$ cat config.mk
export PLATFORM = sky130hd
export DESIGN_NAME = m_imem_loader
export DESIGN_NICKNAME = d
export VERILOG_FILES = /design/src/rtl/m_imem_loader.sv
export SDC_FILE = /design/constraint.sdc
export NUM_CORES = 1
export LEC_CHECK = 0
export CAP_MARGIN = 10
export CORE_ASPECT_RATIO = 1.4
export CORE_MARGIN = 10
export CORE_UTILIZATION = 55
export CTS_BUF_LIST = sky130_fd_sc_hd__clkbuf_8 sky130_fd_sc_hd__clkbuf_16
export DETAILED_ROUTE_END_ITERATION = 16
export GPL_TIMING_DRIVEN = 0
export PLACE_DENSITY = 0.76
export SLEW_MARGIN = 20
export SYNTH_ARGS = -nofsm -noshare
export SYNTH_HDL_FRONTEND = slang
export SYNTH_SLANG_ARGS = --single-unit
$ cat constraint.sdc
create_clock -name w_clk -period 3.7 [get_ports w_clk]
set_input_delay 0.37 -clock w_clk [delete_from_list [all_inputs] [get_ports w_clk]]
set_output_delay 0.37 -clock w_clk [all_outputs]
set_load 0.05 [all_outputs]
$ cat src/rtl/m_imem_loader.sv
// m_imem_loader: loads R-type add/sub instructions into a small instruction memory
// and serves combinational fetch reads, returning NOP past the loaded region.
module m_imem_loader #(
    parameter int DEPTH = 16
) (
    input  logic                     w_clk,
    input  logic                     w_rst_n,
    input  logic                     w_start,
    input  logic                     w_in_valid,
    output logic                     w_in_ready,
    input  logic [4:0]               w_rd,
    input  logic [4:0]               w_rs1,
    input  logic [4:0]               w_rs2,
    input  logic                     w_op,
    input  logic                     w_last,
    output logic                     w_done,
    output logic [$clog2(DEPTH):0]   w_count,
    input  logic [31:0]              w_raddr,
    output logic [31:0]              w_rdata
);
    localparam int AW = $clog2(DEPTH);
    localparam logic [AW:0] FULL = (AW + 1)'(DEPTH);
    localparam logic [AW:0] LAST_SLOT = (AW + 1)'(DEPTH - 1);
    localparam logic [31:0] NOP = 32'h0000_0033;

    typedef enum logic [1:0] {IDLE, LOAD, DONE} state_t;

    state_t      state, next_state;
    logic [31:0] mem [DEPTH];
    logic        wr;
    logic [29:0] idx;
    logic        unused_lsbs;

    always_comb begin
        next_state = state;
        w_in_ready = (state == LOAD) && (w_count < FULL);
        w_done     = (state == DONE);
        // a start in the same cycle as a handshake aborts and drops that word
        wr         = w_in_ready && w_in_valid && !w_start;
        if (w_start)
            next_state = LOAD;
        else if (wr && (w_last || w_count == LAST_SLOT))
            next_state = DONE;
    end

    always_ff @(posedge w_clk or negedge w_rst_n) begin
        if (!w_rst_n) begin
            state   <= IDLE;
            w_count <= '0;
        end else begin
            state <= next_state;
            if (w_start)
                w_count <= '0;
            else if (wr)
                w_count <= w_count + 1'b1;
        end
    end

    always_ff @(posedge w_clk) begin
        if (wr)
            mem[w_count[AW-1:0]] <= {w_op ? 7'h20 : 7'h00, w_rs2, w_rs1, 3'b000, w_rd, 7'b0110011};
    end

    // w_count never exceeds DEPTH, so index < w_count also bounds the memory index
    assign idx         = w_raddr[31:2];
    assign unused_lsbs = ^w_raddr[1:0];
    assign w_rdata     = ({{(29 - AW){1'b0}}, w_count} > idx) ? mem[idx[AW-1:0]] : NOP;
endmodule

# == Word level (Yosys, flattened, before mapping) ==
# Memory sizes are Yosys's and may differ from the RTL's.
# Index checks and enable logic that the tools add are counted.
# classes
n_addsub,1
muxes,8
n_lt_le_gt_ge,2
reduce_logical,8
n_eq_ne,3
# ops
operator,count
2-to-1 mux 32 bit,1
greater-than comparator 5 x 30 -> 1 bit,1
2-to-1 mux 5 bit,2
2-to-1 mux 6 bit,1
adder 5 x 1 -> 5 bit (second input constant),1
equality test 5 x 4 -> 1 bit (second input constant),1
less-than comparator 5 bit (second input constant),1
logical AND 1 bit,4
2-to-1 mux 2 bit,2
nonzero test 2 bit,2
equality test 2 x 1 -> 1 bit (second input constant),1
equality test 2 bit (second input constant),1
2-to-1 mux 1 bit,2
logical NOT 1 bit,1
logical OR 1 bit,1
# word_totals
regBits,7
out_inout_bits,39
ramBits,336
n_memories,1
# mem_list
memory,depth,word_bits,rd,rd_clocked_by_memory_dff,wr,line,text
mem,16,21,1,0,1,29,logic [31:0] mem [DEPTH];

# == Depth between registers and ports, before layout ==
# depth
depth_word,7
depth_mapped,9
depth_no_buf,6

# == Worst setup path before layout ==
# Ideal clock, no wire load.
# synth_path
path_type,input-to-output
from,in w_raddr[4]
to,out w_rdata[10]
required_time_ns,3.330
t_arrival_ns,2.826
cell_stages,8
path_slack_ns,0.504
n_path_buf,2
cell_sequence,buf_2 -> buf_2 -> inv_1 -> ha_1 -> nand3_1 -> o21bai_1 -> a211o_1 -> a211oi_1
# synth_via
elab_chain_len,2
# synth_rtl
element,line,text
start: declaration,18,"input logic [31:0] w_raddr,"
greater-than comparator 5 x 30 -> 1 bit / memory read (16 x 21 bit) (equally long branches),--,
2-to-1 mux 32 bit (*),67,"assign w_rdata = ({{(29 - AW){1'b0}}, w_count} > idx) ? mem[idx[AW-1:0]] : NOP;"
end: declaration,19,output logic [31:0] w_rdata
# Every way passes the cells marked *; elsewhere a longest branch is shown, timed or not.

# == Final worst setup path ==
# layout_path
from,in w_raddr[5]
to,out w_rdata[7]
# The elaborated chain is that of the path after synthesis.

==> flow_metrics.py <==
metrics = {
    "status": {
        "status": "finished clean",
    },
    "synth": {
        "post_synth.cell_area_avg_sq_um": 21.3,
        "yosysMostFrequentCell": "edfxtp_1",
        "netlist_instances": 500,
        "syn-cell-area_sq_mm": 0.0106,
        "synth_common_cells": "256 x edfxtp_1, 38 x mux4_2, 32 x a22oi_1",
        "synth_top_area_share_pct": 72.3,
        "yosysSeqAreaShare_pct": 74.0,
        "yosysUniqueCellTypes": 37,
        "synthArstFlopShare_pct": 2.66,
        "synth_seq_cells": 263,
        "synth_area_leaders": "edfxtp_1 72%, mux4_2 8.1%, mux4_1 6.4%",
        "synth_edf_count": 256,
        "synth_top_cell_by_area": "edfxtp_1",
        "synth_warnings": 0,
        "ys.flop_type": "edfxtp_1",
    },
    "detailed_routing": {
        "route.vias.total": 5413,
        "detail-route-antenna-nets": 0,
        "drc": 0,
        "dr.pass1.iters": 5,
        "vias_per_cell": 6.07,
        "wirelength_microns": 23500,
        "detail_route.wl_per_cell_microns": 26.3,
        "drtIter0Drc": 631,
    },
    "timing": {
        "finalMaxSlewViolations": 0,
        "finClkSkew_ns": 0.0101,
        "min_period_over_period_pct": 97.9,
        "whs_ns": 0.147,
        "hold_violations": 0,
        "tightestPinTransition_ns": 0.698,
        "fmax_mhz": 276,
        "relSlewSlack_pct": 53.5,
        "setup_violations": 0,
        "fin_tns_setup_ns": 0,
        "finalCriticalPeriod_ns": 3.62,
    },
    "worst_hold_path": {
        "hold_class": "in -> async",
    },
    "pwr": {
        "switchingPower_w": 0.00122,
        "pwr-share-seq_pct": 56.2,
        "p_leak_nw": 4.41,
        "internal_power_w": 0.00466,
        "clkPwrFrac_pct": 36.7,
        "swShare_pct": 20.8,
        "peakVddDrop_uv": 295,
        "combPwrFrac_pct": 7.0,
        "power_per_cell_area_mw_per_mm2": 463,
    },
    "cts": {
        "cts_tree": "yes",
        "clkTransAtPathRegs_ns": 0.06,
        "h-tree-depth": 1,
        "clk_path_buf_depth": 3,
        "cts.sinks": 263,
        "hold_buffers": 0,
        "cts-root-buf": "clkbuf_16",
        "clk_latency_ns": 0.50,
        "cts_buffers": 23,
    },
    "place": {
        "place.gp.congestion": 0.864,
        "place_area_sq_mm": 0.0120,
        "place.detailed.hpwl_microns": 16400,
        "port_buffers": 71,
    },
    "worst_setup_path": {
        "r2r_end": "mem[1][14]",
        "startpoint_type": "primary input",
        "crit_slowest_cell": "clkdlybuf4s50_1",
        "crit_path_max_incr_delay_ns": 0.89,
        "worstSetupPathDepth": 8,
        "crit_path_cell_trace": "clkdlybuf4s50_1 > inv_2 > ha_1 > nand3_1 > o21bai_1 > a211o_1 > a211oi_1 > clkdlybuf4s50_1",
        "regToRegSetupSlack_ns": 1.14,
        "worstReg2RegStart": "w_count[4]",
        "r2r_cells": 7,
        "endpoint_kind": "output port",
        "path_delay_family": "buffers and inverters",
        "cp_max_fo": 7,
        "crit_type": "in -> out",
        "required_ns": 3.33,
        "cpMostUsedCell": "clkdlybuf4s50_1",
        "arrival_ns": 3.25,
        "path_buf_inv": 3,
    },
    "floorplan": {
        "io_pins": 92,
        "chipWidth_microns": 137,
        "dieArea_sq_mm": 0.0254,
        "start_util_pct": 55.5,
        "coreArea_sq_mm": 0.0191,
        "rows": 60,
        "die-height_microns": 184,
    },
    "cells_and_area": {
        "nets": 693,
        "design_area_sq_mm": 0.0127,
        "drive_gt1_share_pct": 23.4,
        "diodes": 0,
        "area_growth_pct": 19.4,
    },
    "grt": {
        "antenna_found_initial": 0,
        "grt.overflow.total": 0,
        "grt_util_all_layers_pct": 18.9,
        "grt_pass1_vias": 5832,
        "grt_max_degree": 17,
        "grt_pass1_wl_microns": 35700,
    },
    "job": {
        "drv_cap": 0,
    },
}
## layout by cell type, fill, tap and decap left out, drive strengths merged
cell	instances
a211o	1
a211oi	16
a21o	2
a21oi	4
a22oi	32
and2b	1
and3	2
buf	54
bufinv	1
clkbuf	29
clkdlybuf4s50	58
clkinv	6
conb	16
dfrtp	7
dlygate4sd2	2
dlymetal6s2s	11
edfxtp	256
ha	10
inv	17
mux4	64
nand2	7
nand2b	3
nand3	2
nand4	2
nor2	24
nor2b	1
nor3	5
nor4	5
nor4bb	1
o21ai	1
o21bai	1
xnor2	1
xor2	2
## metal layers
| layer | up-vias | track usage [%] | wire (microns) | part of all wire [%] |
|---|---|---|---|---|
| li1 | 2337 | - | - | - |
| met1 | 2804 | 23.5 | 8940 | 38 |
| met2 | 235 | 33.2 | 12500 | 53 |
| met3 | 37 | 3.00 | 1510 | 6.4 |
| met4 | 0 | 5.45 | 533 | 2.3 |
| met5 | - | 0 | 0 | 0 |
## sequential cells by signal, indices dropped and copies added, names as in the netlist
name	cells
state	2
w_count	5
mem	256
## power by group through the flow
stage	clock (W)	sequential, W	combinational (W)
2_1_floorplan	0	0.00337	0.000229
3_5_place_dp	0	0.00337	0.000412
6_report	0.00216	0.00330	0.000413
4_1_cts	0.00219	0.00330	0.000415
5_1_grt	0.00231	0.00330	0.000440
3_3_place_gp	0	0.00337	0.000389
## timing repair
action / 4_1_cts / 5_1_grt
resized for setup: 4 / 13
buffers inserted: 0 / 0
gates cloned: 0 / 0
setup endpoints to repair: 10 / 9
## cell families (layout without fill, tap and decap cells)
family | after synthesis | in the layout | synth area share [%]
AOI/OAI and AO/OA | 57 | 57 | 4.39
xor gates and xnor gates | 3 | 3 | 0.247
adders and majority gates | 10 | 10 | 1.18
buffers and inverters | 48 | 178 | 3.19
DFF | 263 | 263 | 74.0
muxes | 64 | 64 | 14.5
other | 2 | 16 | 0.0707
and+or+nand+nor | 53 | 53 | 2.47
## final cells by class
type	instances	area [sq um]
repair buffers	91	972
inverters	8	30.0
flip-flops and latches	263	7860
fillers	1232	6460
clock buffers	23	576
well taps	248	310
plain buffers	40	310
multi-input cells	203	2540
clock inverters	16	88.8
## worst max-delay path by stage
stage                              to  slack [ns]       start
after floorplan           w_rdata[10]        0.50  w_raddr[4]
after detailed placement  w_rdata[16]       -0.12  w_raddr[5]
final                      w_rdata[7]        0.08  w_raddr[5]
after CTS                 w_rdata[24]       0.009  w_raddr[5]
after global routing      w_rdata[30]      -0.002  w_raddr[3]
after global placement     mem[3][11]       -0.40  w_in_valid
## stage by stage
step	power, W	std cells	worst slack (ns)	utilization, %
global route	0.00605	892	-0.00173	66.3
finish	0.00587	892	0.0795	66.3
detailed placement	0.00378	853	-0.117	62.6
global placement	0.00376	833	-0.395	61.1
floorplan	0.00360	514	0.504	-
CTS	0.00591	892	0.00921	66.1
Power figures use the tool's default switching activity.
